## config.mk

```make
export PLATFORM = sky130hd
export DESIGN_NAME = hdmi_pattern_gen
export DESIGN_NICKNAME = d
export VERILOG_FILES = /design/src/rtl/hdmi_pattern_gen.sv
export SDC_FILE = /design/constraint.sdc
export NUM_CORES = 1
export LEC_CHECK = 0
export BUFFER_PORTS_ARGS = -buffer_cell sky130_fd_sc_hd__buf_2
export CAP_MARGIN = 30
export CORE_MARGIN = 3
export CORE_UTILIZATION = 25
export DETAILED_ROUTE_END_ITERATION = 12
export GPL_TIMING_DRIVEN = 0
export PLACE_DENSITY = 0.47
export SETUP_SLACK_MARGIN = 0.2
export SLEW_MARGIN = 10
export SYNTH_ARGS = -nofsm -noshare
export SYNTH_HDL_FRONTEND = slang
export SYNTH_SLANG_ARGS = --single-unit
export TNS_END_PERCENT = 10
```

## constraint.sdc

```tcl
create_clock -name CLK -period 2.1 [get_ports CLK]
set_input_delay 0.21 -clock CLK [delete_from_list [all_inputs] [get_ports CLK]]
set_output_delay 0.21 -clock CLK [all_outputs]
set_load 0.005 [all_outputs]
```

## src/rtl/hdmi_pattern_gen.sv

```systemverilog
// 640x480@60 colour-bar source driven out as DVI/HDMI TMDS from a single 125 MHz clock.
// Pixel rate is CLK/5; each 10-bit word leaves two bits per CLK, even bit in the high phase.
module hdmi_pattern_gen #(
    parameter int H_ACTIVE = 640,
    parameter int H_FP     = 16,
    parameter int H_SYNC   = 96,
    parameter int H_BP     = 48,
    parameter int V_ACTIVE = 480,
    parameter int V_FP     = 10,
    parameter int V_SYNC   = 2,
    parameter int V_BP     = 33,
    parameter int CLK_DIV  = 5
) (
    input  logic       CLK,
    input  logic       RST,
    output logic       HDMI_CLK_P,
    output logic       HDMI_CLK_N,
    output logic [2:0] HDMI_P,
    output logic [2:0] HDMI_N
);

    localparam int H_TOTAL = H_ACTIVE + H_FP + H_SYNC + H_BP;
    localparam int V_TOTAL = V_ACTIVE + V_FP + V_SYNC + V_BP;
    localparam logic [9:0] CLK_WORD = 10'b1111100000;

    logic [2:0]             div;
    logic                   pe;
    logic [9:0]             hcnt;
    logic [9:0]             vcnt;
    logic                   active;
    logic                   hsync_on;
    logic                   vsync_on;

    logic                   vld_p0;
    logic                   de_p0;
    logic                   hsync_p0;
    logic                   vsync_p0;
    logic signed [23:0]     rgb_p0;

    logic signed [5:0]      disp [3];
    logic [15:0]            enc [3];
    logic [3:0][9:0]        word;
    logic [3:0]             even_bit;
    logic [3:0]             odd_bit;
    logic [3:0][7:0]        rest;

    function automatic logic [23:0] bar_color(input logic [9:0] h);
        logic [9:0] idx;
        idx = h / 10'd80;
        case (idx)
            10'd0:   bar_color = 24'hFFFFFF;
            10'd1:   bar_color = 24'hFFFF00;
            10'd2:   bar_color = 24'h00FFFF;
            10'd3:   bar_color = 24'h00FF00;
            10'd4:   bar_color = 24'hFF00FF;
            10'd5:   bar_color = 24'hFF0000;
            10'd6:   bar_color = 24'h0000FF;
            default: bar_color = 24'h000000;
        endcase
    endfunction

    function automatic logic [9:0] ctrl_token(input logic c1, input logic c0);
        case ({c1, c0})
            2'b00:   ctrl_token = 10'b1101010100;
            2'b01:   ctrl_token = 10'b0010101011;
            2'b10:   ctrl_token = 10'b0101010100;
            default: ctrl_token = 10'b1010101011;
        endcase
    endfunction

    // Returns {next running disparity, 10-bit symbol}.
    function automatic logic [15:0] tmds_encode(input logic [7:0] d, input logic signed [5:0] cnt);
        logic [8:0]        qm;
        logic [3:0]        n1d;
        logic [3:0]        n1q;
        logic signed [5:0] n1;
        logic signed [5:0] n0;
        logic signed [5:0] diff;
        logic signed [5:0] nxt;
        logic [9:0]        q;
        n1d = 4'($countones(d));
        qm = '0;
        qm[0] = d[0];
        if (n1d > 4'd4 || (n1d == 4'd4 && !d[0])) begin
            for (int i = 1; i < 8; i++) qm[i] = ~(qm[i-1] ^ d[i]);
            qm[8] = 1'b0;
        end else begin
            for (int i = 1; i < 8; i++) qm[i] = qm[i-1] ^ d[i];
            qm[8] = 1'b1;
        end
        n1q  = 4'($countones(qm[7:0]));
        n1   = signed'({2'b00, n1q});
        n0   = 6'sd8 - n1;
        diff = n1 - n0;
        if (cnt == 6'sd0 || n1 == n0) begin
            q   = {~qm[8], qm[8], (qm[8] ? qm[7:0] : ~qm[7:0])};
            nxt = qm[8] ? cnt + diff : cnt - diff;
        end else if ((cnt > 6'sd0 && n1 > n0) || (cnt < 6'sd0 && n0 > n1)) begin
            q   = {1'b1, qm[8], ~qm[7:0]};
            nxt = cnt + (qm[8] ? 6'sd2 : 6'sd0) - diff;
        end else begin
            q   = {1'b0, qm[8], qm[7:0]};
            nxt = cnt - (qm[8] ? 6'sd0 : 6'sd2) + diff;
        end
        tmds_encode = {nxt, q};
    endfunction

    assign pe       = (div == 3'(CLK_DIV - 1));
    assign active   = (hcnt < 10'(H_ACTIVE)) && (vcnt < 10'(V_ACTIVE));
    assign hsync_on = (hcnt >= 10'(H_ACTIVE + H_FP)) && (hcnt < 10'(H_ACTIVE + H_FP + H_SYNC));
    assign vsync_on = (vcnt >= 10'(V_ACTIVE + V_FP)) && (vcnt < 10'(V_ACTIVE + V_FP + V_SYNC));

    always_ff @(posedge CLK or negedge RST) begin
        if (!RST) begin
            div  <= '0;
            hcnt <= '0;
            vcnt <= '0;
        end else begin
            div <= pe ? 3'd0 : div + 3'd1;
            if (pe) begin
                if (hcnt == 10'(H_TOTAL - 1)) begin
                    hcnt <= '0;
                    vcnt <= (vcnt == 10'(V_TOTAL - 1)) ? 10'd0 : vcnt + 10'd1;
                end else begin
                    hcnt <= hcnt + 10'd1;
                end
            end
        end
    end

    // ---- stage p0: pattern and sync registers ----
    always_ff @(posedge CLK or negedge RST) begin
        if (!RST) begin
            vld_p0   <= 1'b0;
            de_p0    <= 1'b0;
            hsync_p0 <= 1'b1;
            vsync_p0 <= 1'b1;
        end else if (pe) begin
            vld_p0   <= 1'b1;
            de_p0    <= active;
            hsync_p0 <= ~hsync_on;
            vsync_p0 <= ~vsync_on;
        end
    end

    always_ff @(posedge CLK) begin
        if (pe) rgb_p0 <= active ? bar_color(hcnt) : 24'h000000;
    end

    // ---- stage p1: TMDS encode into the serializer load ----
    always_comb begin
        for (int c = 0; c < 3; c++) enc[c] = tmds_encode(rgb_p0[8*c +: 8], disp[c]);
        word[0] = de_p0 ? enc[0][9:0] : ctrl_token(vsync_p0, hsync_p0);
        word[1] = de_p0 ? enc[1][9:0] : ctrl_token(1'b0, 1'b0);
        word[2] = de_p0 ? enc[2][9:0] : ctrl_token(1'b0, 1'b0);
        word[3] = CLK_WORD;
    end

    always_ff @(posedge CLK or negedge RST) begin
        if (!RST) begin
            for (int c = 0; c < 3; c++) disp[c] <= '0;
        end else if (pe && vld_p0) begin
            for (int c = 0; c < 3; c++) disp[c] <= de_p0 ? signed'(enc[c][15:10]) : 6'sd0;
        end
    end

    // Lane 3 carries the TMDS clock so it stays bit-aligned with the data lanes.
    always_ff @(posedge CLK or negedge RST) begin
        if (!RST) begin
            even_bit <= '0;
            odd_bit  <= '0;
            rest     <= '0;
        end else if (pe && vld_p0) begin
            for (int l = 0; l < 4; l++) begin
                even_bit[l] <= word[l][0];
                odd_bit[l]  <= word[l][1];
                rest[l]     <= word[l][9:2];
            end
        end else begin
            for (int l = 0; l < 4; l++) begin
                even_bit[l] <= rest[l][0];
                odd_bit[l]  <= rest[l][1];
                rest[l]     <= {2'b00, rest[l][7:2]};
            end
        end
    end

    assign HDMI_P     = CLK ? even_bit[2:0] : odd_bit[2:0];
    assign HDMI_N     = ~HDMI_P;
    assign HDMI_CLK_P = CLK ? even_bit[3] : odd_bit[3];
    assign HDMI_CLK_N = ~HDMI_CLK_P;

endmodule

```

==> results.md <==
- Status: finished, violations left
- Violated checks: setup timing
- Post-synth cell types: 52
- Fin nets: 617
- Initial antenna violation count: 0
- Total Power: 6.59 mW
- Antenna viol nets, final: 0
- Critical path buffers and inverters: 13
- RSZ-0062 raised after global routing: true
- Row count: 50
- Max VDD drop: 0.508 mV
- Crit Path Max Fanout: 2
- Pint: 5.19 mW
- CTS tree: done
- Crit-path slowest cell: mux2i_4
- Power per cell area: 978 nW/µm²
- GRT Residual Overflow: 0
- Seq pwr share: 25.2%
- # fillers: 1,873
- Post-DR vias/cell: 4.56
- TritonRoute pass-1 iters: 4
- Final core utilization: 35.6%
- Final setup vio count: 13
- Final Max Tran Viols: 0
- Combinational power share: 0.6%
- # diodes: 0
- Die X-Extent: 146 µm
- Dpl hpwl: 7330 µm
- Worst-margin pin slew: 667 ps
- Worst setup SP type: clock port
- Most frequent cells in the layout: dfrtp_1, nand2_1, nor2_1, clkbuf_16, a21oi_1
- Cells taking the most area after synthesis: dfrtp_1, ha_1, nand2_1
- Share of layout cells above drive strength 1: 22.2%
- Post-synthesis mux area share: 2.78%
- CP delay by family, top: buffers and inverters
- Post-synth EDFFs: 3
- Simple-gate portion of the synthesized area: 17.1%
- # DRC: 0
- Critical-path cell list: clkbuf_16 -> clkbuf_16 -> clkbuf_16 -> clkbuf_16 -> clkbuf_16 -> buf_6 -> clkbuf_16 -> clkbuf_16 -> mux2i_4 -> clkbuf_16 -> clkbuf_16 -> clkbuf_16 -> inv_4 -> buf_6
- I/O pin total: 10
- Clk_lat worst skew: 450 ps
- Critical Path End Type: output port
- Via count: 3,816
- Dominant cell type by area after synthesis: dfrtp_1
- Total routed wirelength: 11,200 µm
- Asr flop ratio synth: 96.5%
- Initial Util: 25.8%
- Hold Violations, Final: 0
- CP required: 1890 ps
- Worst EP arrival: 2830 ps
- Syn avg cell area: 9.48 µm²
- Final worst slack: -944 ps
- CP Class: clock port to output port
- WL per Instance: 13.5 µm
- Clock Skews: 6.53 ps
- Routability cong.: 0.815
- Clock network power share: 74.2%
- Mapped Nets: 562
- Commonest non-fill, non-tap cell in the layout: dfrtp_1
- P_leak: 2.98 nW
- Seq/Total Area, Yosys: 44.3%
- First-pass GRT wire length: 19,500 µm
- Sw frac: 21.2%
- Sw Pwr: 1.40 mW
- Final TNS setup: -8100 ps
- Largest family of logic cells by synthesized area: simple AND/OR/NAND/NOR gates
- Post-Syn Area: 4900 µm²
- Synthesis Warnings: 0
- Die Height: 146 µm
- Hold Crit Class: input port to async pin
- MaxCap Viol Count: 0
- Largest net degree at the start of global routing: 58
- CP peak stage delay: 190 ps
- Vias in the first global route: 4,207
- P&R area growth vs syn: 37.5%
- Compound-Gate Fraction of Synth Area: 13.4%
- Slew headroom: 55.1%
- Post-Synth Adder-Cell Area: 11.9%
- Most frequent CP cell: clkbuf_16
- DP Cell Count: 787
- Clock-pin slew on the worst setup and hold paths: 60 ps
- Xor and xnor area share after synthesis: 5.36%
- Top cell type's share of synthesized area: 41.4%
- Die area: 21,300 µm²
- Final std cells w/o fill: 836
- Core area: 19,000 µm²
- Count of buffers from port buffering: 9
- Initial DRC count: 199
- Synthesis-stage register bit count: 86
- Synth Flop Type: dfrtp_1
- Tot GR Track Use: 11.4%
- Cells after synthesis: 517
[power groups by stage]
stage | combinational [mW] | sequential (mW) | clock (mW)
floorplan | 0.00000120 | 1.70 | 0.156
global placement | 0.0344 | 1.69 | 0.250
detailed placement | 0.0421 | 1.69 | 0.250
CTS | 0.0436 | 1.66 | 4.85
global route | 0.0484 | 1.66 | 5.15
finish | 0.0399 | 1.66 | 4.89
[kinds of logic after synthesis]
group | after synthesis
adders and majority gates | 43
buffers and inverters | 63
and+or+nand+nor | 173
DFF | 86
muxes | 13
AOI/OAI and AO/OA | 109
xor gates and xnor gates | 30
[registers in the layout, indices dropped and copies added, names as in the netlist, 3 cells and up]
register	cells
odd_bit	4
div	3
disp	18
vcnt	10
rest	30
hcnt	10
rgb_p0	3
even_bit	4
[synthesized netlist by cell type, types with 3 or more instances]
cell type and instances:
inv_1 43, nand2_1 64, clkbuf_1 14, nor2b_1 11, a21boi_0 3, and2_1 4, xor2_1 7, buf_2 3
o31ai_1 3, a21o_1 12, xnor2_1 23, o21ai_0 32, o22ai_1 5, nor3b_1 5, dfrtp_1 81, nor4_1 3
mux2_2 5, nand2b_1 12, a21oi_1 33, edfxtp_1 3, nor2_1 40, o21ai_1 3, nor3_1 4, fa_1 6
and3_1 3, mux2i_1 8, ha_1 37, nand3_1 9, nor4b_1 3, nand4_1 7
[final cells by class]
cell class | instances | area (µm²) | area share (%)
plain buffers | 20 | 123 | 1.82
clock buffers | 50 | 1090 | 16.1
clock inverters | 10 | 120 | 1.78
inverters | 39 | 154 | 2.28
multi-input cells | 368 | 2710 | 40.3
flip-flops and latches | 86 | 2170 | 32.2
well taps | 260 | 325 | 4.83
repair buffers | 3 | 45.0 | 0.668
[worst paths after layout]
check	start	to	slack, ps	depth (start not counted)
max in group asynchronous	RST	hsync_p0	1210	3
min in group CLK	rest[30]	rest[29]	440	1
worst min register to register	rest[30]	rest[29]	440	1
worst max-delay path	CLK	HDMI_P[0]	-940	14
worst min-delay path	RST	disp[15]	230	2
worst max register to register	rgb_p0[22]	disp[3]	-320	11
[timing repair]
item	4_1_cts	5_1_grt
buffers inserted	3	1
resized for setup	46	46
hold buffers	1	0
hold endpoints to repair	25	0
pin swaps	5	13
endpoints found under the setup margin	77	62
[worst register-to-register path, stage by stage, from the launching register on]
cell      delay (ps)
edfxtp_1         490
buf_6            220
inv_6             60
ha_4             300
inv_2             50
fa_2             360
mux2_2           270
nand2_1           60
o31a_1           140
xnor2_1          120
o21ai_1           80
a22o_1           170
[metal layers]
metal | global-route usage [%] | vias to the layer above | share of wire, %
li1 | - | 1856 | -
met1 | 13.3 | 1859 | 46
met2 | 17.3 | 76 | 47
met3 | 5.23 | 25 | 4.6
met4 | 6.30 | 0 | 2.1
met5 | 0.227 | - | 0
[through the flow]
step | setup slack, ps | cell area, µm² | hold WS (ps)
floorplan | -80.5 | 4920 | -85.6
global placement | -501 | 5290 | 425
detailed placement | -484 | 5320 | 167
CTS | -1000 | 6560 | 247
global route | -999 | 6740 | 261
finish | -944 | 6740 | 233
Note: power is estimated with default switching activity, not from simulation.
